File: config.mk
export PLATFORM = sky130hd
export DESIGN_NAME = seq_divider_6by3
export DESIGN_NICKNAME = d
export VERILOG_FILES = /design/src/rtl/seq_divider_6by3.sv
export SDC_FILE = /design/constraint.sdc
export NUM_CORES = 1
export LEC_CHECK = 0
export CORE_UTILIZATION = 30
export CTS_CLUSTER_SIZE = 8
export DETAILED_ROUTE_END_ITERATION = 8
export PLACE_DENSITY_LB_ADDON = 0.05
export RECOVER_POWER = 25
export SLEW_MARGIN = 20
export SYNTH_ARGS = -nofsm -noshare
export SYNTH_HDL_FRONTEND = slang
export SYNTH_SLANG_ARGS = --single-unit
File: constraint.sdc
create_clock -name clk -period 2.16 [get_ports clk]
set_input_delay 0.432 -clock clk [delete_from_list [all_inputs] [get_ports clk]]
set_output_delay 0.432 -clock clk [all_outputs]
set_load 0.005 [all_outputs]
File: src/rtl/seq_divider_6by3.sv
// 6-bit by 3-bit sequential restoring divider, one quotient bit per cycle.
// Optional DIV_ZERO_CHECK_EN: zero divisor finishes in one cycle and flags div_by_zero.
module seq_divider_6by3 (
    input  logic       clk,
    input  logic       rst,
    input  logic       start,
    input  logic [5:0] dividend,
    input  logic [2:0] divisor,
    output logic [5:0] quotient,
    output logic [2:0] remainder,
    output logic       busy,
    output logic       done,
    output logic       div_by_zero
);

    localparam logic [1:0] S_IDLE = 2'd0;
    localparam logic [1:0] S_RUN  = 2'd1;
    localparam logic [1:0] S_DONE = 2'd2;

    logic [1:0] state;
    logic [5:0] dvd_q;
    logic [5:0] quo_q;
    logic [2:0] dvs_q;
    logic [2:0] cnt_q;
    logic [3:0] rem_q;
    logic [3:0] trial;
    logic [3:0] rem_nxt;
    logic       take;

`ifdef DIV_ZERO_CHECK_EN
    logic dbz_q;
    assign div_by_zero = dbz_q;
`else
    assign div_by_zero = 1'b0;
`endif

    assign busy = (state == S_RUN);
    assign done = (state == S_DONE);

    // Shift the next dividend bit into the partial remainder and try a subtract.
    always_comb begin
        trial   = {rem_q[2:0], dvd_q[5]};
        take    = (trial >= {1'b0, dvs_q});
        rem_nxt = take ? (trial - {1'b0, dvs_q}) : trial;
    end

    always_ff @(posedge clk) begin
        if (rst) begin
            state     <= S_IDLE;
            dvd_q     <= '0;
            quo_q     <= '0;
            dvs_q     <= '0;
            cnt_q     <= '0;
            rem_q     <= '0;
            quotient  <= '0;
            remainder <= '0;
`ifdef DIV_ZERO_CHECK_EN
            dbz_q     <= 1'b0;
`endif
        end else begin
            unique case (state)
                S_IDLE, S_DONE: begin
                    if (start) begin
`ifdef DIV_ZERO_CHECK_EN
                        if (divisor == 3'd0) begin
                            state     <= S_DONE;
                            quotient  <= 6'h3F;
                            remainder <= 3'd0;
                            dbz_q     <= 1'b1;
                        end else
`endif
                        begin
                            state <= S_RUN;
                            dvd_q <= dividend;
                            dvs_q <= divisor;
                            rem_q <= '0;
                            quo_q <= '0;
                            cnt_q <= '0;
                        end
                    end else begin
                        state <= S_IDLE;
                    end
                end
                S_RUN: begin
                    dvd_q <= {dvd_q[4:0], 1'b0};
                    rem_q <= rem_nxt;
                    quo_q <= {quo_q[4:0], take};
                    cnt_q <= cnt_q + 3'd1;
                    if (cnt_q == 3'd5) begin
                        state     <= S_DONE;
                        quotient  <= {quo_q[4:0], take};
                        remainder <= rem_nxt[2:0];
`ifdef DIV_ZERO_CHECK_EN
                        dbz_q     <= 1'b0;
`endif
                    end
                end
                default: state <= S_IDLE;
            endcase
        end
    end

endmodule

======== Yosys cells after proc, flatten, opt, wreduce, memory -nomap -nowiden ========
Cells that the tools add are included.
cells by class
  add/subtract/negate cells ............... 2
  multiply operators ...................... 0
  divide/modulo/power cells ............... 0
  magnitude comparators ................... 1
  equality and inequality tests ........... 5
  shift operators ......................... 0
  multiplexer cells ....................... 12
  bitwise gates (word level) .............. 0
  reductions and logical operators ........ 6
operator list
  kind                                                    number
  case mux 3 bit (2 select lines)                         2
  case mux 6 bit (2 select lines)                         1
  case mux 5 bit (2 select lines)                         1
  two-way mux 3 bit                                       3
  two-way mux 6 bit                                       1
  AND reduction 2 bit                                     3
  two-way mux 5 bit                                       1
  greater-or-equal comparator 4 x 3 -> 1 bit              1
  case mux 2 bit (2 select lines)                         1
  adder 3 x 1 -> 3 bit (second input constant)            1
  == test 3 bit (second input constant)                   1
  subtractor 3 bit                                        1
  == test 2 x 1 -> 1 bit (second input constant)          1
  == test 2 bit (second input constant)                   1
  logical NOT 2 bit                                       1
  two-way mux 2 bit                                       1
  inequality test 2 x 1 -> 1 bit (second input constant)  1
  inequality test 2 bit (second input constant)           1
  nonzero test 2 bit                                      1
  OR reduction 2 bit                                      1
  two-way mux 1 bit                                       1
storage, ports and cells
  bits in registers ....................... 31
  latch bits .............................. 0
  memory bits (writable) .................. 0
  ROM bits ................................ 0
  input bits .............................. 12
  output and inout port bits .............. 12
  logic and storage cells ................. 34
  memories kept ........................... 0

======== Logic depth before layout (Yosys ltp) ========
Gate-level depths: netlist of the first run.
  word-level depth ........................ 4
  mapped depth ............................ 7
  gate-level depth less buffers ........... 7

======== Least setup slack after synthesis of the first run ========
Ideal clock, no wire load.
  kind .................................... register -> register
  start ................................... register dvd_q[5]
  end ..................................... register remainder[1]
  library setup time ...................... 0.092 ns
  arrival ................................. 1.734 ns
  data required time ...................... 2.068 ns
  path slack .............................. 0.334 ns
  cell stages (with the launch flop) ...... 8
  buffers on the path ..................... 0
  period minus slack after synthesis ...... 1.826 ns
  path through ............................ dfxtp_1 -> inv_1 -> ha_1 -> inv_1 -> fa_1 -> a211o_4 -> o211a_1 -> nor4_1
between the ends
  longest elaborated chain between the ends .. 2
  elaborated cells on any way between the ends .. 3
  those cells by class .................... 1 x add/sub; 1 x order compare; 1 x mux
RTL lines
  item                                                                                   RTL line  source
  start: declaration                                                                     21        logic [5:0] dvd_q;
  start signal: assignment                                                               74        dvd_q <= dividend;
  start signal: assignment                                                               85        dvd_q <= {dvd_q[4:0], 1'b0};
  greater-or-equal comparator 4 x 3 -> 1 bit / subtractor 3 bit (equally long branches)  43, 44
  two-way mux 3 bit (*)                                                                  44        rem_nxt = take ? (trial - {1'b0, dvs_q}) : trial;
  end signal: assignment                                                                 92        remainder <= rem_nxt[2:0];
  end: declaration                                                                       10        output logic [2:0] remainder,
Every way passes the cells marked *; elsewhere a longest branch is shown, timed or not.
A chain may end at the register's enable or synchronous reset.

======== Worst setup path in the final report of the first run ========
Same ends and word-level chain as after synthesis.

==> impl_metrics.csv, run 1 <==
group,metric,value,unit
finish,finalInstanceArea,1774,µm²
power,power-per-cell-area,696.3,nW/µm²
drt,route.vias.total,1241,
logic_synthesis,synth.mux.area_fraction,0,%
logic_synthesis,synth_async_sr_flop_share,0,%
finish,n_fill_cell,464,
status,status,"finished, final reports clean",
drt,routed_via_density,4.984,
logic_synthesis,yosys_warnings,0,
cts,cts.clk_slew.worst_paths,0.07,ns
setup_path,timing.critical_path.slowest_stage_cell,"fa_1",
timing,report.final.hold_viol_count,0,
finish,flow.area_growth_from_synthesis,25.26,%
flow_run,timing.max_cap.violations,0,
timing,finClkSkew,0.003838,ns
logic_synthesis,largest_family_of_logic_cells_by_synthesized_area,"simple AND/OR/NAND/NOR gates",
place,port_buffers,22,
logic_synthesis,synth_area_per_cell,8.187,µm²
logic_synthesis,postSynthNetCount,191,
setup_path,r2r_setup_slack,0.20,ns
setup_path,timing.setup.critical_path_class,"reg2reg",
cts,cts_htree_levels,2,
hold_path,min_from,"quotient[5]",
grt,pin_count_of_the_biggest_net_entering_global_routing,34,
grt,grt_first_pass_wirelength,5326,µm
cts,postCtsSetupBuffers,0,
drt,detail_route.iter0.violations,74,
logic_synthesis,post_synth_main_area_contributors,"dfxtp_1 (44%), nand2_1 (9.0%), a21oi_1 (6.0%), ha_1 (4.4%), nand3_1 (3.2%)",
finish,layout_commonest_cell,"nand2_1",
logic_synthesis,synth_compound_gate_area_share,15.90,%
logic_synthesis,post_synthesis_sequential_area_ratio,43.82,%
finish,diodes,0,
grt,grt_overflow,0,
drt,drt_pre_antenna_iters,4,
setup_path,worst_setup_path_start_kind,"flop",
place,place_area,1693,µm²
logic_synthesis,synth.lib_cells_used.distinct,31,
timing,final_number_of_setup_violating_endpoints,0,
floorplan,die_height,70.71,µm
place,detailedPlacementHpwl,2159,µm
grt,gr-usage-all-layers,13.64,%
timing,worstMarginPinSlew,0.6437,ns
hold_path,timing.hold.worst.class,"reg2reg",
floorplan,die_width,70.71,µm
setup_path,r2r-start,"dvd_q[5]",
floorplan,core_region_area,4444,µm²
setup_path,path_max_fanout,8,
drt,detail-route-antenna-nets,0,
finish,final_cell_mix,"nand2_1 (34), dfxtp_1 (31), clkdlybuf4s50_1 (21)",
timing,maxClockFrequency,0.5101,GHz
drt,routed_length_per_placed_instance,12.53,µm
drt,finalWirelength,3119,µm
setup_path,setup.worst_path.start,"dvd_q[5]",
grt,antenna_found_initial,0,
cts,clk_path_buf_depth,2,
cts,tritoncts_clock_tree,"yes",
setup_path,worst_path_most_repeated_cell,"inv_1",
floorplan,die-area,5000,µm²
grt,first_global_vias,1142,
timing,final.min_clock_period,1.961,ns
timing,unrepaired_setup_endpoints_after_global_routing,"false",
cts,hold_buffers,0,
logic_synthesis,ys.flop_type,"dfxtp_1",
finish,final_nets,214,
logic_synthesis,post_synth_xor_area_fraction,0.6184,%
place,placer_s_final_routability_congestion_estimate,0.8412,
cts,clock_latency,0.28,ns
cts,clock_tree.root_cell,"clkbuf_8",
logic_synthesis,synth-seq-cells,31,
logic_synthesis,syn_inst,173,
timing,maxSlewHeadroom,57.09,%
logic_synthesis,synth_enable_flop_cells,0,
setup_path,required,2.35,ns
finish,post_route_cells_drive_above_1_share,9.137,%
power,peakVddDrop,0.0003751,V
logic_synthesis,synth_area_in_adders,5.830,%
cts,post_cts_resized,0,
setup_path,critPathMaxStageDelay,0.43,ns
setup_path,path_cells,"inv_1 > ha_1 > inv_1 > fa_1 > a211o_4 > o211a_1 > nor4_1",
floorplan,placementRows,24,
cts,cts_buffers,5,
timing,period_share,90.77,%
drt,drt_drc_violations_left,0,
timing,finalMaxSlewViolations,0,
setup_path,worstPathArrival,2.15,ns
floorplan,initial_core_util,31.87,%
logic_synthesis,synthDominantAreaCellType,"dfxtp_1",
power,leakagePower,0.6347,nW
logic_synthesis,syn_area,1416,µm²
cts,cts.sinks,31,
floorplan,ios,24,
timing,fin_setup_tns,0,ns
logic_synthesis,yosys.area_share.simple,27.39,%
setup_path,timing.critical_path.to_type,"flop",
logic_synthesis,synth_top_area_share,43.82,%
## routing by layer
| layer | track usage, % | wire (µm) | vias up |
|---|---|---|---|
| met2 | 20.51 | 1318 | 30 |
| li1 | - | - | 636 |
| met3 | 3.561 | 149 | 6 |
| met1 | 18.45 | 1607 | 569 |
| met4 | 6.000 | 44 | 0 |
| met5 | 0 | 0 | - |
## cell families after synthesis
kind of cell    Yosys count
buf+inv                  20
xor+xnor                  1
simple gates             79
fa+ha+maj                 6
compound gates           35
other cells               1
flops                    31
## final timing paths
path	cells after the start	to
worst max-delay path	7	remainder[1]
worst min register to register	2	quotient[5]
worst min-delay path	2	quotient[5]
worst max register to register	7	remainder[1]
## sequential cells by signal, indices dropped and copies added (netlist names)
signal     count
dvd_q          6
quotient       6
quo_q          5
cnt_q          3
dvs_q          3
rem_q          3
remainder      3
state          2
## metrics by stage
step                      utilization [%]  std cells  hold slack, ns  worst slack (ns)  total power [mW]
after global placement              38.09        241          0.4427            0.2694            0.8115
after CTS                           39.98        249          0.4550            0.1998             1.253
after detailed placement            38.09        241          0.4456            0.2188            0.8127
after global routing                39.92        249          0.4875           0.08343             1.300
after floorplan                         -        173          0.4321            0.3339            0.7523
final                               39.92        249          0.4530            0.1994             1.235
## power breakdown
part | internal [mW] | switching, mW | leakage [nW] | total, mW
combinational | 0.0808 | 0.103 | 0.335 | 0.184
clock | 0.220 | 0.217 | 0.0477 | 0.437
sequential | 0.595 | 0.0189 | 0.252 | 0.614
total | 0.896 | 0.339 | 0.635 | 1.24
## Yosys cell counts (all sizes together) (2+ instances only)
library cell	count
a21oi	17
a311oi	5
buf	9
clkbuf	4
dfxtp	31
ha	5
inv	6
nand2	34
nand2b	4
nand3	9
nand3b	3
nand4b	5
nor2	10
nor2b	2
nor3	5
nor4	2
o211ai	4
o21ai	6
or2	2
## layout make-up
cell class	count	area [µm²]	share of cell area, %
clock buffer	5	68.82	3.879
clock inverter	3	15.01	0.8463
inverter	7	26.28	1.481
multi-input combinational	122	708.2	39.92
sequential	31	620.6	34.98
tap	52	65.06	3.667
timing repair buffer	29	270.3	15.23
## worst max-delay path: cells and delay by family, from the launching register on
family | cells | cell delay [ns]
DFF | 1 | 0.32
AOI/OAI and AO/OA | 2 | 0.63
adders and majority gates | 2 | 0.56
and+or+nand+nor | 1 | 0.25
buffers and inverters | 2 | 0.11
No activity file was read; power rests on OpenSTA's default activity.
==> inputs of run 2 (changes only) <==
--- a/config.mk
+++ b/config.mk
@@ -7,3 +7,3 @@
 export LEC_CHECK = 0
-export CORE_UTILIZATION = 30
+export CORE_UTILIZATION = 50
 export CTS_CLUSTER_SIZE = 8
==> constraint.sdc (replaced) <==
create_clock -name clk -period 2.16 [get_ports clk]
set_input_delay 0.324 -clock clk [delete_from_list [all_inputs] [get_ports clk]]
set_output_delay 0.324 -clock clk [all_outputs]
set_load 0.005 [all_outputs]
==> run 2 against run 1 <==
Compared with the run above: die area down 39%; sequential power is essentially flat; setup slack worse by 0.030 ns; register-to-register slack worse by 0.02 ns; critical path depth down 4; combinational power about the same; cell count shrank 9.6%; via count increased by 1.9%; total power fell by 2.7%; sequential share of layout area is 1.0 points higher; first-iteration DRC count is 53% lower; count of clock-buffer cells in the layout grew 2; critical path type is now reg2out; highest routed layer unchanged.
==> impl_metrics.csv, run 2 (synthesized netlist as in run 1, its figures left out) <==
group,metric,value,unit
status,status,"finished, final reports clean",
finish,instances_no_fill,225,
hold_path,whs_endpoint,"dvs_q[1]",
grt,pin_count_of_the_biggest_net_entering_global_routing,22,
power,seqPwrFrac,51.2,%
hold_path,min_from,"dvs_q[1]",
power,peakVddDrop,0.0005809,V
floorplan,die_height,55.23,µm
setup_path,cpLargestDelayFamily,"buffers and inverters",
finish,layout_commonest_cell,"nand2_1",
setup_path,rr_endpoint,"remainder[1]",
power,switching_share,28.05,%
timing,period_share,92.16,%
finish,final_cell_mix,"nand2_1 (34), dfxtp_1 (31), clkdlybuf4s50_1 (22)",
floorplan,die-area,3050,µm²
drt,finalWirelength,3048,µm
timing,final.hold.worst_slack,0.4601,ns
timing,worstMarginPinSlew,0.5416,ns
drt,detail_route.iter0.violations,35,
setup_path,worst_setup_path_start_kind,"flop",
timing,fin_setup_tns,0,ns
place,port_buffers,22,
hold_path,timing.hold.worst.class,"reg2reg",
cts,clk_path_buf_depth,2,
place,preCtsSetupSlack,0.2299,ns
setup_path,worstPathArrival,1.67,ns
floorplan,placementRows,18,
finish,finalInstanceArea,1723,µm²
setup_path,r2r_setup_slack,0.18,ns
grt,grt_first_pass_wirelength,5099,µm
setup_path,timing.critical_path.to_type,"primary output",
floorplan,initial_core_util,55.17,%
setup_path,critPathMaxStageDelay,0.53,ns
floorplan,core_region_area,2567,µm²
setup_path,r2r-start,"dvd_q[5]",
setup_path,path_max_fanout,9,
drt,routed_via_density,5.618,
place,dp.cells,217,
drt,drt_drc_violations_left,0,
cts,clock_latency,0.33,ns
drt,route.vias.total,1264,
cts,cts_buffers,5,
hold_path,hold-path-cell-count,2,
timing,fin_ws,0.1694,ns
cts,cts_htree_levels,2,
flow_run,timing.max_cap.violations,0,
cts,tritoncts_clock_tree,"yes",
place,place_area,1650,µm²
power,p_int,0.8646,mW
cts,clock_tree.root_cell,"clkbuf_4",
power,power.combinational.fraction,15.3,%
power,power-per-cell-area,697.5,nW/µm²
finish,biggestRegsByFlops,"dvd_q x6, quotient x6, quo_q x5",
grt,grt_overflow,0,
place,detailedPlacementHpwl,2037,µm
grt,antenna_found_initial,0,
cts,post_cts_resized,0,
finish,diodes,0,
setup_path,required,1.84,ns
floorplan,die_width,55.23,µm
setup_path,timing.setup.critical_path_class,"reg2out",
setup_path,timing.critical_path.slowest_stage_cell,"clkdlybuf4s50_1",
power,leakagePower,0.6158,nW
timing,finClkSkew,0.004745,ns
finish,flow.area_growth_from_synthesis,21.64,%
finish,post_route_cells_drive_above_1_share,8.205,%
timing,final_number_of_setup_violating_endpoints,0,
setup_path,r2r_cells,7,
cts,postCtsSetupBuffers,0,
timing,unrepaired_setup_endpoints_after_global_routing,"false",
cts,cts.clk_slew.worst_paths,0.10,ns
grt,gr-usage-all-layers,21.07,%
timing,final.min_clock_period,1.991,ns
drt,drt_pre_antenna_iters,4,
floorplan,ios,24,
drt,detail-route-antenna-nets,0,
grt,first_global_vias,1167,
finish,final_nets,212,
drt,routed_length_per_placed_instance,13.55,µm
power,clockPowerShare,33.5,%
timing,maxClockFrequency,0.5024,GHz
timing,report.final.hold_viol_count,0,
power,power_switching,0.3371,mW
timing,maxSlewHeadroom,63.81,%
setup_path,path_cells,"nand2b_1 > clkinv_1 > clkdlybuf4s50_1",
cts,cts.sinks,31,
setup_path,timing.critical_path.buf_inv,2,
cts,hold_buffers,0,
finish,n_fill_cell,232,
timing,finalMaxSlewViolations,0,
place,placer_s_final_routability_congestion_estimate,0.8324,
run 2: cell count changes in the layout (fill, tap and decap cells not counted):
| cell | before | now |
|---|---|---|
| clkinv_2 | 3 | 0 |
| dlygate4sd3_1 | 1 | 0 |
| clkbuf_8 | 5 | 2 |
| clkinvlp_4 | 0 | 1 |
| clkdlybuf4s50_1 | 21 | 22 |
| buf_4 | 6 | 5 |
| clkbuf_4 | 0 | 5 |
| clkbuf_2 | 1 | 0 |
run 2: power by group through the flow:
stage | combinational, mW | sequential, mW | clock (mW)
global route | 0.204 | 0.619 | 0.427
CTS | 0.183 | 0.614 | 0.403
global placement | 0.175 | 0.626 | 0
detailed placement | 0.181 | 0.628 | 0
finish | 0.184 | 0.615 | 0.403
floorplan | 0.131 | 0.622 | 0
run 2: worst max path at each step:
stage,start,endpoint,slack [ns],cells after the start
4_1_cts,state[1],busy,0.18,3
5_1_grt,state[1],busy,0.07,3
6_report,state[1],busy,0.17,3
3_3_place_gp,dvd_q[5],remainder[1],0.28,7
2_1_floorplan,dvd_q[5],remainder[1],0.33,7
3_5_place_dp,dvd_q[5],remainder[1],0.23,7
run 2: worst reg2reg max path: stages, from the launching register on:
cell and delay, ns:
dfxtp_1 0.35, inv_1 0.06, ha_1 0.13, inv_1 0.04
fa_1 0.43, a211o_4 0.40, o211a_1 0.23, nor4_1 0.24
run 2: stage by stage:
step           power [mW]  util, %
6_report            1.202    67.11
5_1_grt             1.250    67.11
4_1_cts             1.200    67.11
3_5_place_dp       0.8087    64.28
3_3_place_gp       0.8012    64.28
2_1_floorplan      0.7523        -
run 2: area by class of cell:
type	instances	area, µm²	area share, %
timing repair buffer	27	257.7	14.96
sequential	31	620.6	36.02
multi-input combinational	122	708.2	41.10
inverter	7	26.28	1.525
clock buffer	7	65.06	3.776
clock inverter	1	7.507	0.4357
tap	30	37.54	2.179
run 2: layer usage:
metal  track usage (%)  wire [µm]  vias up
met5                 0          0        -
met4             8.571         38        0
met3             5.152        110        5
met2             34.77       1494       25
met1             26.30       1405      602
li1                  -          -      632
